[src/rtl/eggtimer_ctrl_pkg.sv]
// Shared types and constants for the egg timer controller: FSM states, BCD width,
// seconds wrap value and the last-second detector used by the countdown.
package eggtimer_ctrl_pkg;

    localparam int unsigned BCD_W    = 4;
    localparam int unsigned SEC_WRAP = 59;

    typedef enum logic [1:0] {
        ST_IDLE  = 2'd0,
        ST_RUN   = 2'd1,
        ST_PAUSE = 2'd2,
        ST_ALARM = 2'd3
    } state_t;

    // True when the displayed value is 00:01, i.e. the next tick lands on 00:00.
    function automatic logic is_last_second(input logic             min_zero,
                                            input logic [BCD_W-1:0] s_tens,
                                            input logic [BCD_W-1:0] s_ones);
        return min_zero && (s_tens == '0) && (s_ones == BCD_W'(1));
    endfunction

endpackage

[src/rtl/eggtimer_ctrl_bcd_mod_counter.sv]
// Two-digit BCD counter that wraps between 00 and MAX in both directions.
// Priority: clr > dec > inc; is_zero reflects the registered digits.
module bcd_mod_counter
    import eggtimer_ctrl_pkg::*;
#(
    parameter int unsigned MAX = SEC_WRAP
) (
    input  logic             clk,
    input  logic             reset,
    input  logic             clr,
    input  logic             inc,
    input  logic             dec,
    output logic [BCD_W-1:0] tens,
    output logic [BCD_W-1:0] ones,
    output logic             is_zero
);

    localparam logic [BCD_W-1:0] MAX_TENS = BCD_W'(MAX / 10);
    localparam logic [BCD_W-1:0] MAX_ONES = BCD_W'(MAX % 10);
    localparam logic [BCD_W-1:0] NINE     = BCD_W'(9);

    logic at_max;

    assign is_zero = (tens == '0) && (ones == '0);
    assign at_max  = (tens == MAX_TENS) && (ones == MAX_ONES);

    always_ff @(posedge clk) begin
        if (!reset || clr) begin
            tens <= '0;
            ones <= '0;
        end else if (dec) begin
            if (is_zero) begin
                tens <= MAX_TENS;
                ones <= MAX_ONES;
            end else if (ones == '0) begin
                tens <= tens - BCD_W'(1);
                ones <= NINE;
            end else begin
                ones <= ones - BCD_W'(1);
            end
        end else if (inc) begin
            if (at_max) begin
                tens <= '0;
                ones <= '0;
            end else if (ones == NINE) begin
                tens <= tens + BCD_W'(1);
                ones <= '0;
            end else begin
                ones <= ones + BCD_W'(1);
            end
        end
    end

endmodule

[src/rtl/eggtimer_ctrl.sv]
// Egg timer countdown controller: MM:SS in BCD, set/start/pause/clear, alarm at 00:00.
// Optional alarm auto-silence after ALARM_SECS ticks: define EGGTIMER_AUTO_SILENCE_EN.
module eggtimer_ctrl
    import eggtimer_ctrl_pkg::*;
#(
    parameter int unsigned MAX_MIN    = 59,
    parameter int unsigned ALARM_SECS = 30
) (
    input  logic             clk,
    input  logic             reset,
    input  logic             tick,
    input  logic             start_stop,
    input  logic             clear,
    input  logic             inc_min,
    input  logic             inc_sec,
    output logic             div_reset,
    output logic [BCD_W-1:0] min_tens,
    output logic [BCD_W-1:0] min_ones,
    output logic [BCD_W-1:0] sec_tens,
    output logic [BCD_W-1:0] sec_ones,
    output logic             running,
    output logic             alarm
);

    if (MAX_MIN < 1 || MAX_MIN > 99 || ALARM_SECS < 1) begin : g_param_check
        $error("eggtimer_ctrl: MAX_MIN must be 1..99 and ALARM_SECS at least 1");
    end

    state_t state, state_nxt;
    logic   sec_zero, min_zero, at_zero, last_sec;
    logic   idle_edit, run_tick;
    logic   silence_done;

    assign at_zero  = sec_zero && min_zero;
    assign last_sec = is_last_second(min_zero, sec_tens, sec_ones);

    // Ticks never swallow a set press in IDLE; only clear/start_stop outrank the incs there.
    assign idle_edit = (state == ST_IDLE) && !clear && !start_stop;
    assign run_tick  = (state == ST_RUN)  && !clear && !start_stop && tick;

    bcd_mod_counter #(.MAX(SEC_WRAP)) u_sec (
        .clk     (clk),
        .reset   (reset),
        .clr     (clear),
        .inc     (idle_edit && inc_sec),
        .dec     (run_tick),
        .tens    (sec_tens),
        .ones    (sec_ones),
        .is_zero (sec_zero)
    );

    bcd_mod_counter #(.MAX(MAX_MIN)) u_min (
        .clk     (clk),
        .reset   (reset),
        .clr     (clear),
        .inc     (idle_edit && inc_min),
        .dec     (run_tick && sec_zero),
        .tens    (min_tens),
        .ones    (min_ones),
        .is_zero (min_zero)
    );

`ifdef EGGTIMER_AUTO_SILENCE_EN
    localparam int unsigned CNT_W = $clog2(ALARM_SECS + 1);
    localparam bit          ALARM_DRIVES_DIV = 1'b1;

    logic [CNT_W-1:0] silence_cnt;

    assign silence_done = tick && (silence_cnt == CNT_W'(ALARM_SECS - 1));

    // Held at zero outside ALARM, so it always starts from zero on entry.
    always_ff @(posedge clk) begin
        if (!reset || state != ST_ALARM) begin
            silence_cnt <= '0;
        end else if (tick) begin
            silence_cnt <= silence_cnt + CNT_W'(1);
        end
    end
`else
    localparam bit ALARM_DRIVES_DIV = 1'b0;

    assign silence_done = 1'b0;
`endif

    always_comb begin
        state_nxt = state;
        case (state)
            ST_IDLE: begin
                if (!clear && start_stop && !at_zero) state_nxt = ST_RUN;
            end
            ST_RUN: begin
                if (clear)                 state_nxt = ST_IDLE;
                else if (start_stop)       state_nxt = ST_PAUSE;
                else if (tick && last_sec) state_nxt = ST_ALARM;
            end
            ST_PAUSE: begin
                if (clear)           state_nxt = ST_IDLE;
                else if (start_stop) state_nxt = ST_RUN;
            end
            ST_ALARM: begin
                if (clear || start_stop || silence_done) state_nxt = ST_IDLE;
            end
            default: state_nxt = ST_IDLE;
        endcase
    end

    always_ff @(posedge clk) begin
        if (!reset) begin
            state     <= ST_IDLE;
            running   <= 1'b0;
            alarm     <= 1'b0;
            div_reset <= 1'b1;
        end else begin
            state     <= state_nxt;
            running   <= (state_nxt == ST_RUN);
            alarm     <= (state_nxt == ST_ALARM);
            div_reset <= !((state_nxt == ST_RUN) ||
                           (ALARM_DRIVES_DIV && state_nxt == ST_ALARM));
        end
    end

endmodule

[config.mk]
export PLATFORM = sky130hd
export DESIGN_NAME = eggtimer_ctrl
export DESIGN_NICKNAME = d
export VERILOG_FILES = /design/src/rtl/eggtimer_ctrl_pkg.sv /design/src/rtl/eggtimer_ctrl_bcd_mod_counter.sv /design/src/rtl/eggtimer_ctrl.sv
export SDC_FILE = /design/constraint.sdc
export NUM_CORES = 1
export LEC_CHECK = 0
export CAP_MARGIN = 20
export CORE_UTILIZATION = 40
export DETAILED_ROUTE_END_ITERATION = 8
export GPL_TIMING_DRIVEN = 1
export REMOVE_ABC_BUFFERS = 1
export SYNTH_ARGS = -nofsm -noshare
export SYNTH_HDL_FRONTEND = slang
export SYNTH_HIERARCHICAL = 1
export SYNTH_SLANG_ARGS = --single-unit
[constraint.sdc]
create_clock -name clk -period 3 [get_ports clk]
set_input_delay 0.75 -clock clk [delete_from_list [all_inputs] [get_ports clk]]
set_output_delay 0.75 -clock clk [all_outputs]
set_load 0.005 [all_outputs]
# ---- After elaboration in Yosys (flattened, before gate mapping)
# Cells that the tools add are included.
# Widths: inputs -> output; s select.
dict set report word_totals {
  register_bits 21
  output_inout_bits 19
}
dict set report op_classes {
  n_addsub 8
  n_eq_ne 12
  n_mux 32
  n_reduce_logical 36
}
# operator n
set ops {}
lappend ops {{$mux 4} 24}
lappend ops {{$logic_and 1x1->1} 18}
lappend ops {{$add 4x1->4 const B} 4}
lappend ops {{$logic_not 4->1} 4}
lappend ops {{$sub 4x1->4 const B} 4}
lappend ops {{$mux 2} 7}
lappend ops {{$eq 4x3->1 const B} 2}
lappend ops {{$eq 4x4->1 const B} 2}
lappend ops {{$pmux 2 s4} 1}
lappend ops {{$eq 2x2->1 const B} 3}
lappend ops {{$reduce_and 3->1} 2}
lappend ops {{$reduce_bool 3->1} 2}
lappend ops {{$logic_not 1->1} 5}
lappend ops {{$eq 2x1->1 const B} 2}
lappend ops {{$eq 4x1->1 const B} 1}
lappend ops {{$reduce_bool 2->1} 2}
lappend ops {{$ne 3x2->1 const B} 1}
lappend ops {{$ne 3x3->1 const B} 1}
lappend ops {{$logic_not 2->1} 1}
lappend ops {{$logic_or 1x1->1} 2}

# ---- Logic depth before layout (Yosys ltp)
# Gate-level depths: netlist of run 1.
dict set report logic_depth {
  ltp_word 11
  ltp_mapped 11
  mapped_depth_nobuf 9
}

# ---- By module
# The synthesis of run 1 kept the hierarchy.
# module instances cells_each area_per_inst_um2 seq_area_each_um2
set by_module_without_submodules {}
lappend by_module_without_submodules {bcd_mod_counter 2 91 728.2 160.2}
lappend by_module_without_submodules {eggtimer_ctrl 1 28 292.8 100.1}

# ---- Worst setup path before layout of run 1
# OpenSTA, ideal clock, no wires.
dict set report synth_timing {
  kind {input to register}
  from {input start_stop}
  to {register u_min.tens[0]}
  arrival_ns 2.168
  required_ns 2.897
  setup_slack_ns 0.729
  stages 7
  n_path_buf 1
  path_cell_list {nor4_1 > and2_1 > buf_4 > nand3b_1 > a21oi_4 > nor2_2 > a2111oi_2}
}
dict set report synth_via {
  elab_chain_cells 6
  elab_cells_between_ends 11
  classes_between {eq/ne: 1; mux: 1; reduce/logical: 9}
}
# item line
set synth_lines {}
lappend synth_lines {{start: declaration} eggtimer_ctrl.sv:12} ;# input logic start_stop,
lappend synth_lines {{$logic_not 1->1 *} {eggtimer_ctrl.sv:38, eggtimer_ctrl.sv:39}}
lappend synth_lines {{$logic_and 1x1->1 (2 in a row)} eggtimer_ctrl.sv:39} ;# assign run_tick = (state == ST_RUN) && !clear && !start_stop && tick;
lappend synth_lines {{$logic_and 1x1->1} eggtimer_ctrl.sv:57} ;# .dec (run_tick && sec_zero),
lappend synth_lines {{$ne 3x3->1 (no source line), or another cell as far along} -}
lappend synth_lines {{$reduce_and 3->1 (no source line)} -}
lappend synth_lines {{end signal: assignment} eggtimer_ctrl_bcd_mod_counter.sv:36} ;# tens <= tens - BCD_W'(1);
lappend synth_lines {{end signal: assignment} eggtimer_ctrl_bcd_mod_counter.sv:46} ;# tens <= tens + BCD_W'(1);
lappend synth_lines {{end: declaration} eggtimer_ctrl_bcd_mod_counter.sv:13} ;# output logic [BCD_W-1:0] tens,
# Every way passes the cells marked *; elsewhere a longest branch is shown, timed or not.
# A chain may end at the register's enable or synchronous reset.

# ---- Worst setup path in the final report of run 1
dict set report layout_timing {
  from {input start_stop}
  to {register u_min.tens[3]}
}
dict set report layout_via {
  elab_chain_cells 6
  elab_cells_between_ends 11
  classes_between {eq/ne: 1; mux: 1; reduce/logical: 9}
}
# item line
set layout_lines {}
lappend layout_lines {{$logic_not 1->1 *} eggtimer_ctrl.sv:39}
lappend layout_lines {{$logic_and 1x1->1 * (2 in a row)} eggtimer_ctrl.sv:39}
lappend layout_lines {{named net run_tick} eggtimer_ctrl.sv:31} ;# logic idle_edit, run_tick;
lappend layout_lines {{$logic_and 1x1->1 *} eggtimer_ctrl.sv:57}
lappend layout_lines {{$ne 3x3->1 (no source line), or another cell as far along} -}
lappend layout_lines {{$reduce_and 3->1 (no source line)} -}
# The timed path passes the listed nets; every way through them passes the cells marked *.

==> results of run 1 <==
cells in the final DEF (no fill, tap or decap), types with 4 or more instances in the layout:
cell / n
clkdlybuf4s50_1: 25
dfxtp_1: 21
o21ai_0: 18
inv_1: 16
nand2_1: 15
ha_1: 14
nand2b_1: 10
buf_4: 10
a21oi_1: 10
and2_1: 7
nor2_1: 7
nand3b_1: 6
nor3_1: 6
a31oi_1: 6
a221oi_1: 6
a211oi_1: 4
o31ai_1: 4
cell type report:
class	count	area, um2
multi-input combinational	165	1217
inverter	16	60.06
fill	417	1956
clock buffer	4	45.04
tap	50	62.56
sequential	21	420.4
timing repair buffer	35	325.3
Yosys cell counts, types with 3 or more instances:
| library cell | count |
|---|---|
| buf_2 | 4 |
| o21ai_0 | 18 |
| dfxtp_1 | 21 |
| inv_1 | 16 |
| nor3b_1 | 3 |
| a31oi_1 | 6 |
| a21oi_1 | 10 |
| a221oi_1 | 6 |
| nand4b_1 | 3 |
| nor3_1 | 6 |
| nor2_1 | 7 |
| nor4_1 | 4 |
| nand2b_1 | 10 |
| o31ai_1 | 4 |
| and2_1 | 7 |
| nand2_1 | 15 |
| ha_1 | 14 |
| nand3b_1 | 6 |
| a211oi_1 | 4 |
worst min-delay path by stage:
stage,from,to,slack [ps],cells past startpoint
2_1_floorplan,u_min/tens[2],u_min/tens[2],560,2
3_5_place_dp,u_min/tens[2],u_min/tens[2],590,2
5_1_grt,u_min/tens[2],u_min/tens[2],650,2
6_report,u_min/tens[2],u_min/tens[2],610,2
4_1_cts,u_min/tens[2],u_min/tens[2],610,2
3_3_place_gp,u_min/tens[2],u_min/tens[2],600,2
stage by stage:
stage / cell area, um2 / hold slack [ps] / worst slack, ps
after floorplan: 1692 / 561.3 / -761.6
after global placement: 2086 / 596.6 / 127.6
after detailed placement: 2086 / 590.8 / 141.0
after CTS: 2131 / 606.7 / 385.3
after global routing: 2131 / 653.7 / 168.3
final: 2131 / 608.7 / 382.2
where the power goes:
group | switching [mW] | total, mW | internal [mW] | leakage, nW
clock network | 0.0942 | 0.189 | 0.0947 | 0.0228
registers | 0.00272 | 0.283 | 0.281 | 0.169
logic | 0.0309 | 0.0611 | 0.0303 | 0.534
critical path, delay by kind of cell:
kind,cells,cell delay [ps]
AND/OR/NAND/NOR,3,980
multiplexers,1,120
AO/OA/AOI/OAI,2,420
buffers and inverters,1,530
per-layer routing:
metal | GRT usage, % | vias to the layer above | share of wire [%]
li1 | - | 845 | -
met1 | 24.98 | 788 | 48
met2 | 31.00 | 34 | 48
met3 | 4.000 | 2 | 3.8
met4 | 3.125 | 0 | 0.57
met5 | 0 | - | 0
cells by family (layout without fill, tap and decap cells):
kind of cell,Yosys count,after routing,synth area share (%)
fa+ha+maj,14,14,10.01
simple gates,79,79,28.83
mux,2,2,1.145
flops,21,21,24.03
buf+inv,24,55,6.724
compound gates,70,70,29.26
state kept, by name, summed over array words and instances (netlist names):
| signal | count |
|---|---|
| u_min/ones | 4 |
| alarm | 1 |
| state | 2 |
| u_sec/ones | 4 |
| running | 1 |
| u_min/tens | 4 |
| div_reset | 1 |
| u_sec/tens | 4 |
==> metrics.yaml, run 1 <==
outcome: "finished, final reports clean"
ant_nets: 0
wl_per_cell_um: 13.97
netlist_area_um2: 1749
yosys-top-cells-area: "dfxtp_1, ha_1, o21ai_0"
syn_inst: 210
synth_edf_count: 0
vias: 1669
timing.slew.headroom_pct: 67.30
post-cts-setup-buffers: 0
initial_utilization_pct: 42.80
track_usage_pct: 18.72
clk_path_buf_depth: 2
min_path_type: "reg -> reg"
fmax_ghz: 0.3820
dieWidth_um: 68.13
finalWorstPathRequiredPeriod_ps: 2618
synth-seq-cells: 21
drt-initial-drc-count: 113
cts-resized-gates: 0
skew_ps: 2.514
wl_um: 4065
hold_viol: 0
drc: 0
cp_data_arrival_time_ps: 2810
netlist.area_leader.share_pct: 24.03
yosysTopAreaCell: "dfxtp_1"
port_buffers: 25
crit_fanout: 8
rr_endpoint: "u_min/tens[3]"
tightest_slew_ps: 489.8
cp_cell_sequence: "clkdlybuf4s50_1 > nor4_2 > and2_1 > nor3b_1 > mux2i_1 > a211o_1 > a31oi_1"
setup_viol: 0
path_clk_slew_ps: 80
fin_util_pct: 52.14
drt_pre_antenna_iters: 4
yosysUniqueCellTypes: 47
crit_end: "u_min/tens[3]"
finalPower_uw: 533.4
vdd_drop_max_v: 0.0001812
cp-end-kind: "flop"
cts-htree-levels: 1
hpwlAfterDp_um: 2943
critPathKind: "in -> reg"
r2r_start: "u_sec/ones[1]"
grt_max_degree: 22
drv_cap: 0
design.die.area_um2: 4642
p_per_area_nw_per_um2: 250.3
die_h_um: 68.13
r2r_setup_slack_ps: 470
dp.cells: 287
grt_pass1_vias: 1409
drive_above_1_share_pct: 12.86
seq_area_frac_synth_pct: 24.03
clk_latency_ps: 260
antenna_cells: 0
synthArstFlopShare_pct: 0
grt.overflow.total: 0
post_synth.cell_area_avg_um2: 8.329
startpoint_type: "input port"
slowest_delay_ps: 530
grt_pass1_wl_um: 6589
cts_buffers: 3
synth_warnings: 6
crit_required_ps: 3190
holdBufCountCts: 0
r2r_cells: 9
fin_crit_sh_pct: 87.26
design.portCount: 26
finalNonFillerCells: 291
antenna_found_initial: 0
rsz0062_at_grt: "no"
nets: 263
timing.setup.tns_ps: 0
slew_viol_final: 0
vias_per_cell: 5.735
slowest_stage: "clkdlybuf4s50_1"
tritoncts: "yes"
num_rows: 23
place.gp.congestion: 0.7787
coreArea_um2: 4086
cts.sinks: 21
power.leakage_nw: 0.7257
startpoint: "start_stop"
area_growth_pct: 21.82
synthFlopType: "dfxtp_1"
cts_root_buf: "clkbuf_8"
No activity file was read; power rests on OpenSTA's default activity.
==> inputs of run 2 (changes only) <==
- DONT_BUFFER_PORTS: default -> 1
- SLEW_MARGIN: default -> 20
==> metrics.yaml, run 2 (synthesis results as in run 1) <==
initial_utilization_pct: 42.80
dp.cells: 257
grt_pass1_wl_um: 6465
holdBufCountCts: 0
tritoncts: "yes"
slowest_delay_ps: 420
nFillCells: 423
slew_viol_final: 0
design.portCount: 26
outcome: "finished, final reports clean"
crit_required_ps: 3160
clk_latency_ps: 260
cts.sinks: 21
dieWidth_um: 68.13
cts_buffers: 3
hpwlAfterDp_um: 2881
track_usage_pct: 18.20
antenna_cells: 0
fin_crit_sh_pct: 85.78
p_per_area_nw_per_um2: 282.3
vias: 1553
port_buffers: 0
setup_viol: 0
rsz0062_at_grt: "no"
cts_root_buf: "clkbuf_8"
wl_per_cell_um: 15.25
startpoint: "u_sec/ones[1]"
fmax_ghz: 0.3886
cts-resized-gates: 0
ant_nets: 0
die_h_um: 68.13
drc: 0
critPathKind: "reg -> reg"
drt_pre_antenna_iters: 4
timing.setup.tns_ps: 0
drt-initial-drc-count: 134
r2r_start: "u_sec/ones[1]"
r2r_setup_slack_ps: 430
num_rows: 23
drive_above_1_share_pct: 12.32
layout_common_cells: "dfxtp_1, o21ai_0, inv_1"
grt_max_degree: 22
crit_end: "u_min/tens[0]"
post-cts-setup-buffers: 0
rr_endpoint: "u_min/tens[0]"
place.gp.congestion: 0.8131
vdd_drop_max_v: 0.0001892
cts-htree-levels: 1
hold_viol: 0
cp_cell_sequence: "inv_1 > ha_1 > nand2b_1 > and4bb_4 > and2_1 > nand3b_1 > a21oi_4 > nor2_2 > a2111oi_2"
setup_slack_ps: 426.5
tightest_slew_ps: 511.8
cp_data_arrival_time_ps: 2730
finalWorstPathRequiredPeriod_ps: 2574
nets: 233
coreArea_um2: 4086
skew_ps: 8.559
grt_pass1_vias: 1371
min_path_type: "reg -> reg"
final_common_cell: "dfxtp_1"
slowest_stage: "dfxtp_1"
antenna_found_initial: 0
grt.overflow.total: 0
area_growth_pct: 5.365
drv_cap: 0
timing.slew.headroom_pct: 65.83
clk_path_buf_depth: 2
power.leakage_nw: 0.6104
finalNonFillerCells: 261
r2r_cells: 9
path_clk_slew_ps: 90
design.die.area_um2: 4642
cp-end-kind: "flop"
startpoint_type: "flop"
vias_per_cell: 5.950
crit_fanout: 12
wl_um: 3980
dp_slack_ps: 452.4
-- run 2: how the worst min path moves through the flow --
stage                              from             to  slack (ps)  cells past startpoint
after detailed placement  u_min/tens[2]  u_min/tens[2]         610                      2
after floorplan           u_min/tens[2]  u_min/tens[2]         560                      2
after global routing              reset       state[1]         630                      1
final                     u_min/tens[2]  u_min/tens[2]         620                      2
after CTS                 u_min/tens[2]  u_min/tens[2]         620                      2
after global placement    u_min/tens[1]  u_min/tens[1]         620                      2
-- run 2: cell type report --
type | instances | area (um2) | area share (%)
sequential | 21 | 420.4 | 22.81
multi-input combinational | 165 | 1217 | 66.06
timing repair buffer | 5 | 37.54 | 2.037
tap | 50 | 62.56 | 3.394
inverter | 16 | 60.06 | 3.259
clock buffer | 4 | 45.04 | 2.444
-- run 2: report_power, final --
group	total [mW]	leakage [nW]	switching [mW]	internal, mW
sequential	0.285	0.169	0.00449	0.281
combinational	0.0411	0.418	0.0234	0.0177
clock	0.194	0.0228	0.0994	0.0946
total	0.520	0.610	0.127	0.393
-- run 2: worst max-delay path, delay by kind of cell, from the launching register on --
kind / cells / cell delay, ps
AOI/OAI and AO/OA: 2 / 570
buffers and inverters: 1 / 160
and+or+nand+nor: 5 / 1050
DFF: 1 / 420
adders and majority gates: 1 / 270
-- run 2: per-stage QoR --
step | hold WS [ps] | util, % | area, um2 | power (mW)
2_1_floorplan | 561.3 | - | 1692 | 0.3229
3_3_place_gp | 615.2 | 44.00 | 1798 | 0.3323
3_5_place_dp | 607.1 | 44.00 | 1798 | 0.3325
4_1_cts | 621.6 | 45.10 | 1843 | 0.5268
5_1_grt | 630.8 | 45.10 | 1843 | 0.5460
6_report | 622.8 | 45.10 | 1843 | 0.5203
-- run 2: per-layer routing --
metal | wire (um) | up-vias | GRT usage [%]
met5 | 0 | - | 0
met4 | 27 | 0 | 4.167
met3 | 173 | 2 | 4.000
met2 | 1852 | 24 | 30.51
met1 | 1926 | 739 | 23.51
li1 | - | 788 | -
==> inputs of run 3 (changes only) <==
- CTS_CLUSTER_DIAMETER: default -> 60
- SETUP_SLACK_MARGIN: default -> 0.5
==> metrics.yaml, run 3 (synthesis results as in run 1) <==
fin_util_pct: 45.28
timing.slew.headroom_pct: 64.96
clk_path_buf_depth: 2
drt_pre_antenna_iters: 4
slew_viol_final: 0
fmax_ghz: 0.4414
tightest_slew_ps: 524.9
grt_max_degree: 22
drc: 0
cp_data_arrival_time_ps: 2430
grt_pass1_vias: 1371
post-cts-setup-buffers: 0
design.portCount: 26
hpwlAfterDp_um: 2881
initial_utilization_pct: 42.80
vias_per_cell: 5.981
antenna_cells: 0
cts.sinks: 21
vdd_drop_max_v: 0.0001897
nets: 233
cts-htree-levels: 1
finalNonFillerCells: 261
coreArea_um2: 4086
final_common_cell: "dfxtp_1"
area_growth_pct: 5.794
startpoint_type: "flop"
antenna_found_initial: 0
seq_area_um2: 422.9
vias: 1561
power.leakage_nw: 0.6117
port_buffers: 0
drt-initial-drc-count: 135
drv_cap: 0
clk_latency_ps: 260
p_per_area_nw_per_um2: 281.5
track_usage_pct: 18.20
crit_required_ps: 3160
num_rows: 23
holdBufCountCts: 0
cp-end-kind: "flop"
min_path_type: "reg -> reg"
dieWidth_um: 68.13
hold_viol: 0
dp.cells: 257
die_h_um: 68.13
setup_viol: 0
outcome: "finished, final reports clean"
cts_root_buf: "clkbuf_8"
ant_nets: 0
fin_crit_sh_pct: 75.51
place.gp.congestion: 0.8131
wl_um: 3965
hold_slack_ps: 627.2
tritoncts: "yes"
drive_above_1_share_pct: 14.22
skew_ps: 8.662
cts_buffers: 3
nFillCells: 422
grt.overflow.total: 0
multi_input_comb_area_um2: 1222
layout_common_cells: "dfxtp_1, o21ai_0, inv_1"
rsz0062_at_grt: "no"
grt_pass1_wl_um: 6465
crit_fanout: 12
critPathKind: "reg -> reg"
finalWorstPathRequiredPeriod_ps: 2265
wl_per_cell_um: 15.19
design.die.area_um2: 4642
path_clk_slew_ps: 90
## run 3: cell counts in the layout (fill, tap and decap cells not counted)
No cell type changed its count.
## run 3: through the flow
step                instance area, um2  power (mW)  setup TNS [ps]  setup WS, ps
finish                            1851      0.5209               0         734.6
global route                      1851      0.5465               0         540.8
CTS                               1847      0.5270               0         610.0
detailed placement                1798      0.3325               0         452.4
global placement                  1798      0.3323               0         509.3
floorplan                         1692      0.3229           -5071        -761.6
## run 3: layer usage
layer / up-vias / global-route usage (%) / share of wire [%]
met1: 744 / 23.51 / 47
met2: 28 / 30.51 / 46
met5: - / 0 / 0
met4: 0 / 4.167 / 0.68
li1: 787 / - / -
met3: 2 / 4.000 / 5.3
## run 3: layout make-up
| class | count | area share (%) |
|---|---|---|
| multi-input cells | 165 | 66.06 |
| flip-flops and latches | 21 | 22.85 |
| well taps | 50 | 3.381 |
| inverters | 16 | 3.245 |
| clock buffers | 4 | 2.434 |
| repair buffers | 5 | 2.028 |
## run 3: worst paths after layout
check	to	cells after the start	slack [ps]	startpoint
worst min-delay path	u_min/tens[2]	2	630	u_min/tens[2]
worst min register to register	u_min/tens[2]	2	630	u_min/tens[2]
worst max-delay path	u_min/tens[0]	9	730	u_sec/ones[1]
worst max register to register	u_min/tens[0]	9	730	u_sec/ones[1]
## run 3: report_power, final
part	leakage [nW]	internal (mW)	switching, mW	total [mW]
Combinational	0.419	0.0179	0.0233	0.0412
Clock	0.0228	0.0946	0.0998	0.194
Sequential	0.170	0.281	0.00444	0.285
## run 3: critical path, stage by stage (launching register included)
cell	delay, ps
dfxtp_2	380
inv_1	130
ha_2	240
nand2b_1	80
and4bb_4	340
and2_4	220
nand3b_1	150
a21oi_4	250
nor2_2	50
a2111oi_2	310
## run 3: timing repair
action                                  4_1_cts  5_1_grt
endpoints found under the setup margin        2        2
pin swaps                                     0        0
hold endpoints to repair                      0        0
resized for setup                             3        2
gates cloned                                  0        0
